### src/rtl/store_buffer_pkg.sv
// Store-size encodings shared by the store buffer, load extender and control unit.
// The width of each size code is fixed by the MEM-stage control field.
package store_buffer_pkg;

    typedef enum logic [1:0] {
        SZ_BYTE = 2'b00,
        SZ_HALF = 2'b01,
        SZ_WORD = 2'b10,
        SZ_RSVD = 2'b11
    } st_size_e;

    localparam int WORD_BYTES = 4;

endpackage

### src/rtl/store_lane_packer.sv
// Narrows 32-bit register data into big-endian byte lanes with matching byte enables.
// Also reports whether the store is misaligned for its size.
module store_lane_packer
    import store_buffer_pkg::*;
(
    input  logic [1:0]  addr_lo_i,
    input  st_size_e    size_i,
    input  logic [31:0] data_i,
    output logic [31:0] wdata_o,
    output logic [3:0]  be_o,
    output logic        misaligned_o
);

    // Offset 0 maps to be[3]; the reserved size code is rejected as misaligned.
    always_comb begin
        wdata_o      = '0;
        be_o         = '0;
        misaligned_o = 1'b0;
        case (size_i)
            SZ_BYTE: begin
                wdata_o = {4{data_i[7:0]}};
                be_o    = 4'b1000 >> addr_lo_i;
            end
            SZ_HALF: begin
                wdata_o      = {2{data_i[15:0]}};
                be_o         = addr_lo_i[1] ? 4'b0011 : 4'b1100;
                misaligned_o = addr_lo_i[0];
            end
            SZ_WORD: begin
                wdata_o      = data_i;
                be_o         = 4'b1111;
                misaligned_o = (addr_lo_i != 2'b00);
            end
            default: misaligned_o = 1'b1;
        endcase
    end

endmodule

### src/rtl/store_buffer.sv
// Store buffer between EX/MEM and the data-memory write port: narrows stores, queues
// them in a small FIFO, drains over valid/ready and flags loads hitting a pending word.
module store_buffer
    import store_buffer_pkg::*;
#(
    parameter int DEPTH  = 4,
    parameter int ADDR_W = 32
) (
    input  logic              clk,
    input  logic              rst_n,
    input  logic              st_valid,
    output logic              st_ready,
    input  logic [ADDR_W-1:0] st_addr,
    input  logic [31:0]       st_data,
    input  logic [1:0]        st_size,
    output logic              st_misalign,
    output logic              mem_valid,
    input  logic              mem_ready,
    output logic [ADDR_W-1:0] mem_addr,
    output logic [31:0]       mem_wdata,
    output logic [3:0]        mem_be,
    input  logic [ADDR_W-1:0] ld_addr,
    output logic              ld_hit,
    output logic              empty
);

    localparam int              PTR_W    = $clog2(DEPTH);
    localparam logic [PTR_W:0]  FULL_CNT = (PTR_W + 1)'(DEPTH);

    logic [ADDR_W-3:0] addr_q [DEPTH];
    logic [31:0]       data_q [DEPTH];
    logic [3:0]        be_q   [DEPTH];
    logic [DEPTH-1:0]  valid_q, valid_d;
    logic [PTR_W-1:0]  head_q, head_d, tail_q, tail_d;
    logic [PTR_W:0]    count_q, count_d;
    logic              misalign_q;

    logic [31:0] packWdata;
    logic [3:0]  packBe;
    logic        packMis;
    logic        enq, deq, accept;
    logic        unusedLdLo;

    store_lane_packer u_packer (
        .addr_lo_i    (st_addr[1:0]),
        .size_i       (st_size_e'(st_size)),
        .data_i       (st_data),
        .wdata_o      (packWdata),
        .be_o         (packBe),
        .misaligned_o (packMis)
    );

    assign st_ready    = (count_q != FULL_CNT);
    assign mem_valid   = (count_q != '0);
    assign empty       = (count_q == '0);
    assign st_misalign = misalign_q;
    assign mem_addr    = {addr_q[head_q], 2'b00};
    assign mem_wdata   = data_q[head_q];
    assign mem_be      = be_q[head_q];
    assign unusedLdLo  = ^ld_addr[1:0];

    // A misaligned store still completes its handshake but never occupies an entry.
    assign accept = st_valid && st_ready;
    assign enq    = accept && !packMis;
    assign deq    = mem_valid && mem_ready;

    always_comb begin
        head_d  = head_q;
        tail_d  = tail_q;
        count_d = count_q;
        valid_d = valid_q;
        if (deq) begin
            head_d          = head_q + PTR_W'(1);
            valid_d[head_q] = 1'b0;
        end
        if (enq) begin
            tail_d          = tail_q + PTR_W'(1);
            valid_d[tail_q] = 1'b1;
        end
        case ({enq, deq})
            2'b10:   count_d = count_q + (PTR_W + 1)'(1);
            2'b01:   count_d = count_q - (PTR_W + 1)'(1);
            default: count_d = count_q;
        endcase
    end

    always_ff @(posedge clk or negedge rst_n) begin
        if (!rst_n) begin
            head_q     <= '0;
            tail_q     <= '0;
            count_q    <= '0;
            valid_q    <= '0;
            misalign_q <= 1'b0;
            for (int i = 0; i < DEPTH; i++) begin
                addr_q[i] <= '0;
                data_q[i] <= '0;
                be_q[i]   <= '0;
            end
        end else begin
            head_q     <= head_d;
            tail_q     <= tail_d;
            count_q    <= count_d;
            valid_q    <= valid_d;
            misalign_q <= accept && packMis;
            if (enq) begin
                addr_q[tail_q] <= st_addr[ADDR_W-1:2];
                data_q[tail_q] <= packWdata;
                be_q[tail_q]   <= packBe;
            end
        end
    end

    // Only registered entries are compared, so a store arriving this cycle cannot hit.
    always_comb begin
        ld_hit = 1'b0;
        for (int i = 0; i < DEPTH; i++) begin
            if (valid_q[i] && (addr_q[i] == ld_addr[ADDR_W-1:2])) begin
                ld_hit = 1'b1;
            end
        end
    end

endmodule
### config.mk
export PLATFORM = sky130hd
export DESIGN_NAME = store_buffer
export DESIGN_NICKNAME = d
export VERILOG_FILES = /design/src/rtl/store_buffer_pkg.sv /design/src/rtl/store_lane_packer.sv /design/src/rtl/store_buffer.sv
export SDC_FILE = /design/constraint.sdc
export NUM_CORES = 1
export LEC_CHECK = 0
export ABC_AREA = 1
export BUFFER_PORTS_ARGS = -buffer_cell sky130_fd_sc_hd__buf_2
export CAP_MARGIN = 5
export CORE_ASPECT_RATIO = 2
export CORE_MARGIN = 3
export CORE_UTILIZATION = 40
export CTS_CLUSTER_SIZE = 16
export DETAILED_ROUTE_END_ITERATION = 8
export PLACE_DENSITY_LB_ADDON = 0.25
export REMOVE_ABC_BUFFERS = 1
export SLEW_MARGIN = 40
export SYNTH_ARGS = -nofsm -noshare
export SYNTH_HDL_FRONTEND = slang
export SYNTH_SLANG_ARGS = --single-unit
### constraint.sdc
create_clock -name clk -period 5 [get_ports clk]
set_input_delay 1 -clock clk [delete_from_list [all_inputs] [get_ports clk]]
set_output_delay 1 -clock clk [all_outputs]
set_load 0.05 [all_outputs]
==> results.md <==
- Status: completed
- Cells after synthesis: 2060
- Inst Count DP: between 2k and 3k
- Max clock buf depth: 3
- Ports: around 180
- Fin. Hold Viols: 0
- Sw frac: 0.500
- Overall power: 12.5 mW
- Worst setup path class: reg -> out
- Initial antenna violation count: 4
- Clock skew: between 0.015 and 0.02 ns
- CP arrival: 3.09 ns
- GRT Total Usage: 0.253
- Initial Util: 0.406
- Gates resized, CTS repair: 0
- Mapped Avg Cell Area: around 7.1 um2
- RePlAce Congestion: around 0.91
- Clk network pwr share: 0.178
- Max-slew violations: 0
- CTS Buf Count: 27
- DP Wirelength: about 34 mm
- Final core utilization: 0.467
- Clk_lat worst skew: around 0.55 ns
- Unique masters post-synth: 29
- # rows: 98
- RSZ-0062 raised after global routing: false
- Largest net degree at the start of global routing: 81
- DRC: 0
- Synth Cell Area: 0.0145 mm2
- Drt pass-1 iters: 5
- Leak Pwr: a little under 9 nW
- Final Setup Violations: 0
- DRT antenna net count: 0
- Fin crit share: 0.818
- Sink Count: 276
- Die ar.: 0.0388 mm2
- Non-Filler Instances: 2648
- Starting DRT DRC Count: 1020
- Comb power frac: 0.503
- Commonest non-fill, non-tap cell in the layout: nand2_1
- Nets: 2290
- DR vias: roughly 14k
- H-tree levels: 1
- I/O Buffers: 170
- Layout cells sized above 1: 0.115
- Via/cell ratio: about 5.2
- Die span in x: 141 um
- # Max-Cap Violations: 0
- CP max FO: 72
- Reg clk slew, reported paths: roughly 0.070 ns
- Psw: 6.27 mW
- Max Fclk: 245 MHz
- CP required: 4.00 ns
- Worst VDD drop: between 500 and 600 uV
- First-pass GRT wire length: 76.5 mm
- Actual slew at the worst max-slew pin: 0.839 ns
- Startpoint Class: register
- Post-synth top flop: dfrtp_1
- CTS tree: done
- PwrDens: around 750 mW/mm2
- Most frequent cells in the layout: nand2_1, dfrtp_1, o21ai_0
- Async S/R FF share, synth: 1.00
- Routed wire length: between 40 and 50 mm
- Final Critical Period: 4.09 ns
- Register area share after synthesis: 0.475
- Root buf cell: clkbuf_16
- Post-CTS Setup Repair Bufs: 0
- Post-synth EDFFs: 0
- CTS Hold Bufs: 0
- Worst Hold Class: in -> async
- Number of global-route vias before repair: 13.9k
- Synth Warn #: 0
- Internal power: 6.28 mW
- Layout area overhead: 15.0%
- Die height: 276 um
- Sequential share of power: 0.320
- Grt ovf: 0
- Critical path endpoint category: output pin
- Slew HR: 0.441
- Yosys reg bits: ~280
- CORE AREA: 0.0358 mm2
- DR WL/cell: 18.6 um
power by group through the flow:
| stage | combinational, mW | clock (mW) | sequential [mW] |
|---|---|---|---|
| after global placement | 6.25 | 0 | 4.00 |
| after floorplan | 4.51 | 0 | 3.88 |
| after CTS | 6.37 | 2.28 | 4.00 |
| after global routing | 6.93 | 2.36 | 4.15 |
| after detailed placement | 6.34 | 0 | 4.04 |
| final | 6.31 | 2.23 | 4.01 |
worst paths after layout:
path | start | endpoint | slack, ns | cells after the start
max | head_q[0] | mem_wdata[15] | 0.91 | 4
min | rst_n | addr_q[69] | 0.39 | 1
max reg2reg | count_q[0] | data_q[118] | 2.55 | 7
min reg2reg | data_q[67] | data_q[67] | 0.47 | 2
max in group asynchronous | rst_n | data_q[113] | 3.39 | 3
min in group clk | data_q[67] | data_q[67] | 0.47 | 2
per-stage QoR:
step	setup WS, ns	TNS [ns]	instance area (um2)	hold WS, ns
global route	0.811	0	16700	0.409
CTS	0.859	0	16700	0.386
detailed placement	1.46	0	15800	0.453
finish	0.910	0	16700	0.390
global placement	1.45	0	15700	0.447
floorplan	-2.03	-119.92	14100	0.437
routing by layer:
metal | track usage | vias up | wire (um)
met5 | 0 | - | 34
met4 | 0.177 | 4 | 3970
met3 | 0.0347 | 149 | 2730
met2 | 0.448 | 505 | 24800
met1 | 0.275 | 6418 | 17600
li1 | - | 6725 | -
state kept, by name, indices dropped and copies added (netlist names):
name,cells
data_q,128
valid_q,4
head_q,2
addr_q,120
st_misalign,1
be_q,16
count_q,3
tail_q,2
synthesized netlist by cell type (all sizes together) (4+ instances only):
| cell type | number | area share |
|---|---|---|
| xor2 | 6 | 0.0036 |
| a31oi | 4 | 0.0017 |
| xnor2 | 10 | 0.0060 |
| inv | 168 | 0.043 |
| clkbuf | 63 | 0.016 |
| o21ai | 313 | 0.11 |
| nor2 | 177 | 0.047 |
| dfrtp | 276 | 0.47 |
| a21oi | 84 | 0.030 |
| buf | 39 | 0.015 |
| nand3 | 22 | 0.0084 |
| nand2 | 846 | 0.22 |
| ha | 9 | 0.0077 |
| o22ai | 38 | 0.016 |
layout make-up:
class	count	area, um2
Sequential cell	276	6910
Fill cell	3706	19100
Antenna cell	2	5.00
Inverter	169	637
Tap cell	450	563
Multi-Input combinational cell	1514	6570
Clock inverter	14	224
Clock buffer	33	728
Timing Repair Buffer	190	1100
cells by family (layout without fill, tap and decap cells):
logic type	after synthesis	in the layout	synth area share
simple gates	1047	1047	0.275
compound gates	439	439	0.156
flops	276	276	0.475
buf+inv	271	406	0.0749
xor+xnor	16	16	0.00963
fa+ha+maj	10	10	0.00912
other cells	1	4	0.000258
worst max-delay path: stages (launching register included):
cell and delay (ns):
dfrtp_4 0.81, buf_4 0.73, o21ai_0 0.20, o22ai_1 0.41, buf_2 0.35
(Power assumes the default switching activity.)
